==> config.mk <==
export PLATFORM = sky130hd
export DESIGN_NAME = uart_rx_ctrl
export DESIGN_NICKNAME = d
export VERILOG_FILES = /design/src/rtl/uart_rx_ctrl.sv
export SDC_FILE = /design/constraint.sdc
export NUM_CORES = 1
export LEC_CHECK = 0
export ABC_AREA = 1
export BUFFER_PORTS_ARGS = -buffer_cell sky130_fd_sc_hd__buf_2
export CAP_MARGIN = 0
export CORE_ASPECT_RATIO = 1.25
export CORE_MARGIN = 2
export CORE_UTILIZATION = 52
export DETAILED_ROUTE_END_ITERATION = 10
export PLACE_DENSITY_LB_ADDON = 0.15
export SETUP_SLACK_MARGIN = 0.3
export SYNTH_ARGS = -nofsm -noshare
export SYNTH_HDL_FRONTEND = slang
export SYNTH_SLANG_ARGS = --single-unit
==> constraint.sdc <==
create_clock -name clk -period 1.7 [get_ports clk]
set_input_delay 0.17 -clock clk [delete_from_list [all_inputs] [get_ports clk]]
set_output_delay 0.17 -clock clk [all_outputs]
set_load 0.005 [all_outputs]
==> src/rtl/uart_rx_ctrl.sv <==
// uart_rx_ctrl: AXI4-Lite read master that polls the UART Lite status
// register and drains RX bytes onto a valid/ready byte stream.
module uart_rx_ctrl #(
  parameter int unsigned POLL_GAP  = 16,
  parameter logic [3:0]  STAT_ADDR = 4'h8,
  parameter logic [3:0]  RX_ADDR   = 4'h0
) (
  input  logic       clk,
  input  logic       rst_n,
  output logic [7:0] data,
  output logic       valid,
  input  logic       ready,
  output logic       rx_err,
  output logic [2:0] err_code,
  output logic [3:0] araddr,
  output logic       arvalid,
  input  logic       arready,
  input  logic [7:0] rdata,
  input  logic [1:0] rresp,
  input  logic       rvalid,
  output logic       rready
);

  localparam int CW = (POLL_GAP < 1) ? 1 : $clog2(POLL_GAP + 1);
  localparam logic [CW-1:0] GAP_LOAD = CW'(POLL_GAP);

  localparam logic [2:0] S_GAP     = 3'd0;
  localparam logic [2:0] S_STAT_AR = 3'd1;
  localparam logic [2:0] S_STAT_R  = 3'd2;
  localparam logic [2:0] S_RX_AR   = 3'd3;
  localparam logic [2:0] S_RX_R    = 3'd4;
  localparam logic [2:0] S_HOLD    = 3'd5;

  logic [2:0]    state;
  logic [CW-1:0] gap_cnt;
  logic          ar_fire;
  logic          r_fire;
  logic          r_ok;
  logic          stat_err;
  logic          unused_bits;

  assign ar_fire     = arvalid && arready;
  assign r_fire      = rready && rvalid;
  assign r_ok        = (rresp == 2'b00);
  assign stat_err    = |rdata[7:5];
  assign unused_bits = ^rdata[4:1];

  always_ff @(posedge clk or negedge rst_n) begin
    if (!rst_n) begin
      state    <= S_GAP;
      gap_cnt  <= GAP_LOAD;
      data     <= 8'h00;
      valid    <= 1'b0;
      rx_err   <= 1'b0;
      err_code <= 3'b000;
      araddr   <= 4'h0;
      arvalid  <= 1'b0;
      rready   <= 1'b0;
    end else begin
      rx_err <= 1'b0;
      unique case (state)
        S_GAP: begin
          if (gap_cnt == '0) begin
            state   <= S_STAT_AR;
            araddr  <= STAT_ADDR;
            arvalid <= 1'b1;
          end else begin
            gap_cnt <= gap_cnt - CW'(1);
          end
        end
        S_STAT_AR: begin
          if (ar_fire) begin
            state   <= S_STAT_R;
            arvalid <= 1'b0;
            rready  <= 1'b1;
          end
        end
        S_STAT_R: begin
          if (r_fire) begin
            rready <= 1'b0;
            if (!r_ok) begin
              rx_err   <= 1'b1;
              err_code <= 3'b000;
              state    <= S_GAP;
              gap_cnt  <= GAP_LOAD;
              araddr   <= 4'h0;
            end else begin
              // error flags are reported but the RX-valid bit is still honoured
              if (stat_err) begin
                rx_err   <= 1'b1;
                err_code <= rdata[7:5];
              end
              if (rdata[0]) begin
                state   <= S_RX_AR;
                araddr  <= RX_ADDR;
                arvalid <= 1'b1;
              end else begin
                state   <= S_GAP;
                gap_cnt <= GAP_LOAD;
                araddr  <= 4'h0;
              end
            end
          end
        end
        S_RX_AR: begin
          if (ar_fire) begin
            state   <= S_RX_R;
            arvalid <= 1'b0;
            rready  <= 1'b1;
          end
        end
        S_RX_R: begin
          if (r_fire) begin
            rready <= 1'b0;
            if (r_ok) begin
              data  <= rdata;
              valid <= 1'b1;
              state <= S_HOLD;
            end else begin
              rx_err   <= 1'b1;
              err_code <= 3'b000;
              state    <= S_GAP;
              gap_cnt  <= GAP_LOAD;
              araddr   <= 4'h0;
            end
          end
        end
        S_HOLD: begin
          // FIFO may hold more bytes: re-poll immediately without a gap
          if (ready) begin
            valid   <= 1'b0;
            state   <= S_STAT_AR;
            araddr  <= STAT_ADDR;
            arvalid <= 1'b1;
          end
        end
        default: begin
          state   <= S_GAP;
          gap_cnt <= GAP_LOAD;
          araddr  <= 4'h0;
          arvalid <= 1'b0;
          rready  <= 1'b0;
          valid   <= 1'b0;
        end
      endcase
    end
  end

endmodule

==> results of run 1 <==
==> stage by stage <==
step | hold WS [ps] | cell area, sq um | utilization [%] | worst slack, ps
6_report | 75.9 | 1650 | 66.6 | 327
5_1_grt | 67.6 | 1650 | 66.6 | 244
3_3_place_gp | 174 | 1530 | 61.6 | 300
2_1_floorplan | -126 | 1390 | - | 424
3_5_place_dp | 181 | 1530 | 61.6 | 277
4_1_cts | 71.0 | 1600 | 64.6 | 313
==> timing repair <==
action	CTS	global route
setup endpoints to repair	7	22
endpoints found under the hold margin	23	0
gates resized for setup	5	7
setup buffers	2	4
hold buffers	1	0
pin swaps	2	2
==> tightest hold or removal path, cell delays in order <==
cell     delay (ps)
buf_2            90
inv_1            50
o21ai_2          50
==> cell families (layout without fill, tap and decap cells) <==
| kind of cell | after synthesis | after routing | share of synthesized area (%) |
|---|---|---|---|
| flops | 24 | 24 | 43.6 |
| compound gates | 17 | 17 | 8.52 |
| xor+xnor | 2 | 2 | 1.27 |
| fa+ha+maj | 1 | 1 | 0.906 |
| buf+inv | 31 | 66 | 10.8 |
| simple gates | 102 | 102 | 34.7 |
| other cells | 1 | 3 | 0.271 |
==> registers in the layout (all words and copies together), names as in the netlist <==
| register | count |
|---|---|
| araddr | 1 |
| arvalid | 1 |
| data | 8 |
| err_code | 3 |
| gap_cnt | 5 |
| rready | 1 |
| rx_err | 1 |
| state | 3 |
| valid | 1 |
==> routing by layer <==
metal	global-route usage (%)	up-vias	wire length [microns]	part of all wire, %
met1	24.1	549	1150	40
met3	3.64	6	148	5.2
met2	37.0	45	1510	53
met4	10.3	0	48	1.7
met5	0	-	0	0
li1	-	619	-	-
==> cells in the mapped netlist, types with 2 or more instances <==
master   number
nand2_1      61
dfrtp_1      23
inv_1        23
nand3_1      12
nor2_1       11
o21ai_0       8
o21ai_2       8
nand2_2       6
buf_4         4
nor2_4        3
inv_2         2
nor2_2        2
xor2_1        2
==> how the worst max path moves through the flow <==
stage                            from                      to  slack [ps]  cells after the start
5_1_grt          state[2]$_DFFE_PN0P_     arvalid$_DFFE_PN0P_         240                      7
3_3_place_gp   gap_cnt[0]$_DFFE_PN0P_    state[1]$_DFFE_PN0P_         300                      9
6_report         state[2]$_DFFE_PN0P_  gap_cnt[0]$_DFFE_PN0P_         330                      7
3_5_place_dp   gap_cnt[0]$_DFFE_PN0P_   araddr[3]$_DFFE_PN0P_         280                      9
2_1_floorplan  gap_cnt[0]$_DFFE_PN0P_    state[0]$_DFFE_PN0P_         420                      9
4_1_cts          state[0]$_DFFE_PN0P_  gap_cnt[3]$_DFFE_PN0P_         310                      9
==> cell type report <==
| cell class | count | area (sq um) | area share (%) |
|---|---|---|---|
| tap | 33 | 41.3 | 2.50 |
| clock buffer | 4 | 36.3 | 2.20 |
| timing repair buffer | 37 | 205 | 12.4 |
| inverter | 25 | 93.8 | 5.69 |
| multi-input combinational | 125 | 668 | 40.5 |
| sequential | 24 | 606 | 36.7 |
==> power groups by stage <==
stage	registers, mW	clock network [mW]	logic [mW]
after CTS	0.945	0.316	1.28
after detailed placement	0.959	0	1.19
after global routing	0.984	0.341	1.54
final	0.956	0.304	1.36
after floorplan	0.915	0	0.932
after global placement	0.946	0	1.17
==> cell usage in the layout, fill, tap and decap left out, types with 3 or more instances in the layout <==
cell	count
buf_2	30
buf_4	6
clkbuf_4	3
conb_1	3
dfrtp_1	20
dfrtp_2	3
inv_1	21
inv_2	4
nand2_1	61
nand2_2	5
nand3_1	11
nor2_1	8
nor2_2	5
nor2_4	3
o21ai_0	8
o21ai_2	8
==> run_results.csv, run 1 <==
group,metric,value,unit
synth,synth_seq_cells,24,
synth,synthArstFlopShare,100,%
worst_setup_path,cp_slowest_stage_delay,490,ps
worst_setup_path,crit_family,"simple AND/OR/NAND/NOR gates",
worst_setup_path,required,1920,ps
synth,synth_top_flop_cell,"dfrtp_1",
timing,totalNegativeSetupSlack,0,ps
synth,synth_area,1380,sq um
power,power_frac_comb,51.9,%
timing,setup_viol,0,
worst_setup_path,cp_max_fo,9,
floorplan,fp-row-count,20,
worst_setup_path,crit_top_cell,"nand2_1",
global_route,grt_pass1_vias,1128,
layout,nFillCells,221,
worst_setup_path,critical_path_class,"flop to flop",
synth,syn_inst,178,
detailed_routing,drcViolationCount,0,
worst_setup_path,r2r-start,"state[2]$_DFFE_PN0P_",
synth,avgSynthCellArea,7.76,sq um
layout,syn2layout_area_growth,19.5,%
synth,synth_edf_count,0,
clocking,clk_latency,310,ps
timing,period_minus_slack,1370,ps
synth,yosysWarnings,0,
detailed_routing,vias,1219,
min_path,holdPathStages,3,
worst_setup_path,critPathLaunchType,"flop",
floorplan,die_area,3090,sq um
worst_setup_path,timing.rr.end,"gap_cnt[0]$_DFFE_PN0P_",
timing,timing.fmax,729,MHz
timing,finalMaxSlewViolations,0,
global_route,grt_max_degree,25,
worst_setup_path,worstPathArrival,1590,ps
detailed_routing,first_pass_iters,4,
power,peakVddDrop,780,uV
power,seqPwrFrac,36.5,%
timing,tightest_slew,523,ps
worst_setup_path,critPathCaptureType,"flop",
placement,gp_congestion,0.932,
worst_setup_path,crit_slowest_cell,"dfrtp_2",
power,p_int,1.46,mW
placement,dp_hpwl,2.10,mm
timing,hold_violations,0,
clocking,numClockSinks,24,
global_route,grt_pass1_wl,4.77,mm
synth,synth_top_area_share,41.7,%
power,pwr_density_cell,1590,nW/um^2
worst_setup_path,r2r_slack,330,ps
power,p_sw_share,44.2,%
min_path,hp-class,"input port to flop",
clocking,h-tree-depth,1,
global_route,antenna_found_initial,0,
detailed_routing,wl_per_cell,11.5,microns
layout,num-nets-final,232,
placement,dpl.cell_count,237,
detailed_routing,drt_wl_total,2.85,mm
floorplan,io_pins,34,
worst_setup_path,path_cells,"buf_4 > nand3_2 > nand2_1 > nor2_1 > nand2_2 > nand2_1 > nand2_1",
floorplan,die_w,50.1,microns
layout,antenna_cells,0,
layout,drive_gt1_share,35.3,%
timing,fin_crit_sh,80.7,%
floorplan,die_h,61.6,microns
layout,instances_no_fill,248,
timing,rsz0062_at_grt,"true",
detailed_routing,dr.first_iter.drc_count,46,
clocking,cts_buffers,3,
min_path,hp-start,"rdata[1]",
power,leakagePower,0.957,nW
synth,ys_types,26,
run_status,status,"complete, no violations",
floorplan,start_util,55.8,%
flow_run,drv_cap,0,
detailed_routing,ant_nets,0,
synth,synthTopCellsByArea,"dfrtp_1 42%, nand2_1 17%, inv_1 6.3%",
clocking,clock_path_buffers,2,
clocking,cts_tree,"done",
power,switchingPower,1.16,mW
power,power.total,2.62,mW
timing,max-slew-margin-rel,65.2,%
placement,port_buffers,30,
floorplan,coreArea,2480,sq um
min_path,hold_end,"data[1]$_DFFE_PN0P_",
global_route,gr-usage-all-layers,20.7,%
detailed_routing,routed_via_density,4.92,
power,pwr-share-clk,11.6,%
clocking,cts-root-buf,"clkbuf_4",
global_route,gr-total-overflow,0,
timing,fin_skew,5.60,ps
synth,yosysSeqAreaShare,43.6,%
synth,yosys.area.top_type,"dfrtp_1",
clocking,clk_pin_slew,140,ps
worst_setup_path,critPathBufInv,1,
worst_setup_path,r2r_cells,7,
(Power assumes the default switching activity.)
==> inputs of run 2 (changes only) <==
==> constraint.sdc (replaced) <==
create_clock -name clk -period 1.3 [get_ports clk]
set_input_delay 0.13 -clock clk [delete_from_list [all_inputs] [get_ports clk]]
set_output_delay 0.13 -clock clk [all_outputs]
set_load 0.005 [all_outputs]
==> run_results.csv, run 2 (same netlist as run 1, synthesis figures left out) <==
group,metric,value,unit
layout,multi_input_area,805,sq um
floorplan,die_w,50.1,microns
worst_setup_path,cp-startpoint,"state[0]$_DFFE_PN0P_",
placement,dpl.cell_count,250,
timing,timing.fmax,723,MHz
worst_setup_path,r2r-start,"state[0]$_DFFE_PN0P_",
clocking,clk_latency,310,ps
worst_setup_path,critPathCaptureType,"flop",
layout,final_cell_mix,"52 x nand2_1, 30 x buf_2, 20 x dfrtp_1, 19 x buf_4, 17 x inv_1",
floorplan,fp-row-count,20,
layout,antenna_cells,0,
detailed_routing,vias,1364,
floorplan,coreArea,2480,sq um
timing,hold_violations,0,
layout,largestRegisters,"data x8, gap_cnt x5",
detailed_routing,drt_wl_total,3.70,mm
global_route,antenna_found_initial,0,
timing,finalWorstSetupSlack,-83.2,ps
worst_setup_path,endpoint,"gap_cnt[1]$_DFFE_PN0P_",
global_route,grt_pass1_wl,5.49,mm
placement,port_buffers,30,
clocking,cts-root-buf,"clkbuf_4",
worst_setup_path,timing.rr.end,"gap_cnt[1]$_DFFE_PN0P_",
power,pwr_density_cell,2060,nW/um^2
layout,largest_reg_flops,8,
layout,final_core_util,77.7,%
layout,syn2layout_area_growth,39.4,%
worst_setup_path,required,1560,ps
timing,fin_skew,2.76,ps
placement,dp_hpwl,2.33,mm
detailed_routing,ant_nets,0,
placement,gp_congestion,0.890,
min_path,hp-class,"input port to flop",
clocking,clock_path_buffers,2,
worst_setup_path,r2r_cells,7,
run_status,violations,"negative setup slack",
timing,holdWs,48.5,ps
timing,fin_crit_sh,106,%
floorplan,die_h,61.6,microns
timing,period_minus_slack,1380,ps
detailed_routing,first_pass_iters,4,
global_route,gr-usage-all-layers,23.9,%
layout,nFillCells,183,
global_route,gr-total-overflow,0,
worst_setup_path,worstPathArrival,1650,ps
worst_setup_path,r2r_slack,-80,ps
clocking,numClockSinks,24,
detailed_routing,dr.first_iter.drc_count,19,
floorplan,start_util,55.8,%
layout,seq_area,606,sq um
timing,max-slew-margin-rel,62.7,%
layout,final_common_cell,"nand2_1",
timing,tightest_slew,559,ps
detailed_routing,routed_via_density,5.13,
floorplan,die_area,3090,sq um
detailed_routing,drcViolationCount,0,
timing,finalMaxSlewViolations,0,
layout,num-nets-final,250,
clocking,h-tree-depth,1,
clocking,cts_tree,"done",
clocking,clk_pin_slew,130,ps
timing,rsz0062_at_grt,"true",
run_status,status,"complete, but fails checks",
detailed_routing,wl_per_cell,13.9,microns
global_route,grt_pass1_vias,1214,
clocking,cts_buffers,3,
worst_setup_path,critPathLaunchType,"flop",
layout,drive_gt1_share,48.5,%
global_route,grt_max_degree,25,
worst_setup_path,critical_path_class,"flop to flop",
timing,setup_viol,21,
power,leakagePower,1.05,nW
flow_run,drv_cap,0,
power,power.total,3.97,mW
power,peakVddDrop,1280,uV
worst_setup_path,cp_max_fo,4,
floorplan,io_pins,34,
layout,top_register,"data",
layout,instances_no_fill,266,
[run 2: worst max-delay path, stage by stage, from the launching register on]
cell and delay (ps):
dfrtp_2 500, inv_4 110, nand2_2 80, nor2_4 100
nand2_4 60, buf_4 130, or2_2 260, nand2_1 80
[run 2: worst min path at each step]
stage,startpoint,endpoint,slack [ps],cells past startpoint
finish,rdata[4],data[4]$_DFFE_PN0P_,50,3
detailed placement,rst_n,gap_cnt[2]$_DFFE_PN0P_,160,1
global placement,rst_n,gap_cnt[3]$_DFFE_PN0P_,140,1
global route,rdata[3],data[3]$_DFFE_PN0P_,40,3
floorplan,rst_n,araddr[3]$_DFFE_PN0P_,-170,0
CTS,rdata[1],data[1]$_DFFE_PN0P_,40,3
[run 2: layer usage]
| layer | vias up | global-route usage (%) | part of all wire [%] |
|---|---|---|---|
| met5 | - | 0 | 0 |
| met4 | 0 | 7.54 | 3.3 |
| met3 | 10 | 3.16 | 3.1 |
| met2 | 39 | 46.8 | 57 |
| met1 | 654 | 26.9 | 37 |
| li1 | 661 | - | - |
[run 2: layout make-up]
class,instances,share of cell area (%)
Sequential cell,24,31.4
Multi-Input combinational cell,127,41.8
Tap cell,33,2.14
Clock buffer,4,1.88
Timing Repair Buffer,53,17.5
Inverter,25,5.26
[run 2: power breakdown]
part	total (mW)	switching, mW	internal [mW]
logic	2.33	1.32	1.01
clock network	0.397	0.226	0.171
registers	1.24	0.225	1.02
[run 2: per-stage QoR]
step	worst slack [ps]	instance area, sq um	setup TNS [ps]
finish	-83.2	1930	-893
global route	-151	1930	-2670
CTS	-72.3	1800	-349
detailed placement	-144	1660	-2130
global placement	-63.9	1660	-510
floorplan	43.0	1430	0
[run 2: what timing repair did]
item	in CTS	in global routing
hold buffers	1	0
gates cloned	2	0
endpoints found under the hold margin	23	0
pin swaps	6	10
setup buffers	2	7
endpoints found under the setup margin	25	34
gates resized for setup	19	21
==> inputs of run 3 (changes only) <==
--- a/config.mk
+++ b/config.mk
@@ -8,7 +8,7 @@
 export ABC_AREA = 1
 export BUFFER_PORTS_ARGS = -buffer_cell sky130_fd_sc_hd__buf_2
 export CAP_MARGIN = 0
-export CORE_ASPECT_RATIO = 1.25
+export CORE_ASPECT_RATIO = 1.75
 export CORE_MARGIN = 2
 export CORE_UTILIZATION = 52
 export DETAILED_ROUTE_END_ITERATION = 10
==> run_results.csv, run 3 (same netlist as run 1, synthesis figures left out) <==
group,metric,value,unit
run_status,status,"complete, but fails checks",
run_status,violations,"negative setup slack",
placement,port_buffers,30,
detailed_routing,wl_met3,130,microns
detailed_routing,routed_via_density,5.24,
min_path,hp-class,"input port to flop",
layout,drive_gt1_share,53.0,%
timing,tightest_slew,543,ps
worst_setup_path,r2r-start,"gap_cnt[0]$_DFFE_PN0P_",
global_route,grt_max_degree,25,
timing,timing.fmax,743,MHz
worst_setup_path,critical_path_class,"flop to flop",
detailed_routing,dr.first_iter.drc_count,32,
timing,max-slew-margin-rel,63.8,%
timing,fin_skew,6.67,ps
floorplan,coreArea,2520,sq um
layout,instances_no_fill,262,
detailed_routing,vias,1374,
worst_setup_path,required,1460,ps
detailed_routing,ant_nets,0,
layout,final_cell_mix,"51 x nand2_1, 30 x buf_2, 21 x buf_4, 20 x dfrtp_1, 14 x inv_1",
clocking,numClockSinks,24,
layout,largestRegisters,"data x8, gap_cnt x5",
worst_setup_path,crit_family,"simple AND/OR/NAND/NOR gates",
floorplan,die_h,72.2,microns
global_route,grt_pass1_wl,5.82,mm
floorplan,fp-row-count,24,
detailed_routing,highest_layer,"met4",
layout,antenna_cells,0,
layout,multi_input_area,821,sq um
detailed_routing,drt_wl_total,3.57,mm
clocking,clock_path_buffers,2,
timing,period_minus_slack,1350,ps
timing,setup_viol,22,
detailed_routing,met1Wirelength,1.12,mm
layout,final_common_cell,"nand2_1",
layout,num-nets-final,253,
min_path,hp-start,"rdata[1]",
detailed_routing,drcViolationCount,0,
placement,gp_congestion,0.855,
worst_setup_path,cp_max_fo,6,
clocking,clk_latency,270,ps
placement,place_ws,-116,ps
worst_setup_path,worstPathArrival,1510,ps
placement,dp_hpwl,2.44,mm
layout,final_core_util,78.4,%
floorplan,start_util,54.8,%
clocking,cts-root-buf,"clkbuf_8",
floorplan,io_pins,34,
clocking,cts_buffers,3,
layout,largest_reg_flops,8,
worst_setup_path,critPathCaptureType,"flop",
global_route,gr-total-overflow,0,
global_route,antenna_found_initial,0,
floorplan,die_w,43.0,microns
worst_setup_path,critPathBufInv,1,
worst_setup_path,crit_top_cell,"nand2_2",
layout,nFillCells,188,
detailed_routing,first_pass_iters,4,
global_route,gr-usage-all-layers,24.5,%
layout,syn2layout_area_growth,43.2,%
power,leakagePower,1.08,nW
power,pwr_density_cell,2160,nW/um^2
layout,top_register,"data",
detailed_routing,wl_per_cell,13.6,microns
global_route,grt_pass1_vias,1446,
timing,fin_crit_sh,104,%
clocking,cts_tree,"done",
worst_setup_path,cp_slowest_stage_delay,410,ps
worst_setup_path,path_cells,"inv_2 > ha_4 > nand3_4 > nand2_2 > nand2_2 > nor2_4 > nand2_2 > nand2_1 > nand2_1",
timing,finalMaxSlewViolations,0,
detailed_routing,dr_wl_met2,2.19,mm
power,peakVddDrop,1180,uV
floorplan,die_area,3100,sq um
flow_run,drv_cap,0,
worst_setup_path,critPathLaunchType,"flop",
worst_setup_path,crit_slowest_cell,"dfrtp_1",
timing,finalWorstSetupSlack,-46.2,ps
clocking,clk_pin_slew,90,ps
clocking,h-tree-depth,1,
timing,hold_violations,0,
timing,rsz0062_at_grt,"true",
worst_setup_path,cp-startpoint,"gap_cnt[0]$_DFFE_PN0P_",
layout,seq_area,606,sq um
placement,dpl.cell_count,242,
==> run 3: cell count changes in the layout (fill, tap and decap cells not counted), sizes merged <==
cell,previous run,this run
buf,52,55
==> run 3: what timing repair did <==
item,in CTS,in global routing
hold buffers,1,0
setup buffers,9,4
resized for setup,24,25
cloned,2,0
pin swaps,13,12
endpoints found under the hold margin,23,0
setup endpoints to repair,24,24
==> run 3: worst register-to-register path, delay by kind of cell (launching register included) <==
| family | cells | cell delay (ps) |
|---|---|---|
| flops | 1 | 410 |
| fa+ha+maj | 1 | 150 |
| buf+inv | 1 | 80 |
| simple gates | 7 | 630 |
==> run 3: where the power goes <==
part / internal, mW / leakage (nW) / switching (mW)
Combinational: 1.12 / 0.739 / 1.39
Sequential: 1.02 / 0.311 / 0.223
Clock: 0.270 / 0.0288 / 0.235
Total: 2.42 / 1.08 / 1.85
==> run 3: worst paths after layout <==
path	to	slack, ps	cells after the start
max	state[1]$_DFFE_PN0P_	-50	9
min	data[1]$_DFFE_PN0P_	100	3
max reg2reg	state[1]$_DFFE_PN0P_	-50	9
min reg2reg	araddr[3]$_DFFE_PN0P_	480	2
max in group asynchronous	state[2]$_DFFE_PN0P_	540	2
min in group asynchronous	araddr[3]$_DFFE_PN0P_	370	2
==> run 3: stage by stage <==
step	power [mW]	setup TNS [ps]	cell area, sq um	hold WS, ps
3_5_place_dp	3.16	-1470	1640	141
4_1_cts	4.03	-228	1880	98.6
2_1_floorplan	2.49	0	1430	-166
3_3_place_gp	3.08	-771	1640	135
6_report	4.27	-483	1980	96.3
5_1_grt	4.60	-2110	1980	98.0
==> run 3: area by class of cell <==
class                      count  share of cell area (%)
inverter                      25                    5.12
multi-input combinational    127                    41.5
sequential                    24                    30.6
clock buffer                   4                    2.78
tap                           26                    1.64
timing repair buffer          56                    18.3
==> run 3: metal layers <==
layer	vias up	global-route usage [%]
met1	656	21.0
met3	14	3.23
met4	0	10.1
met5	-	0
met2	41	51.9
li1	663	-
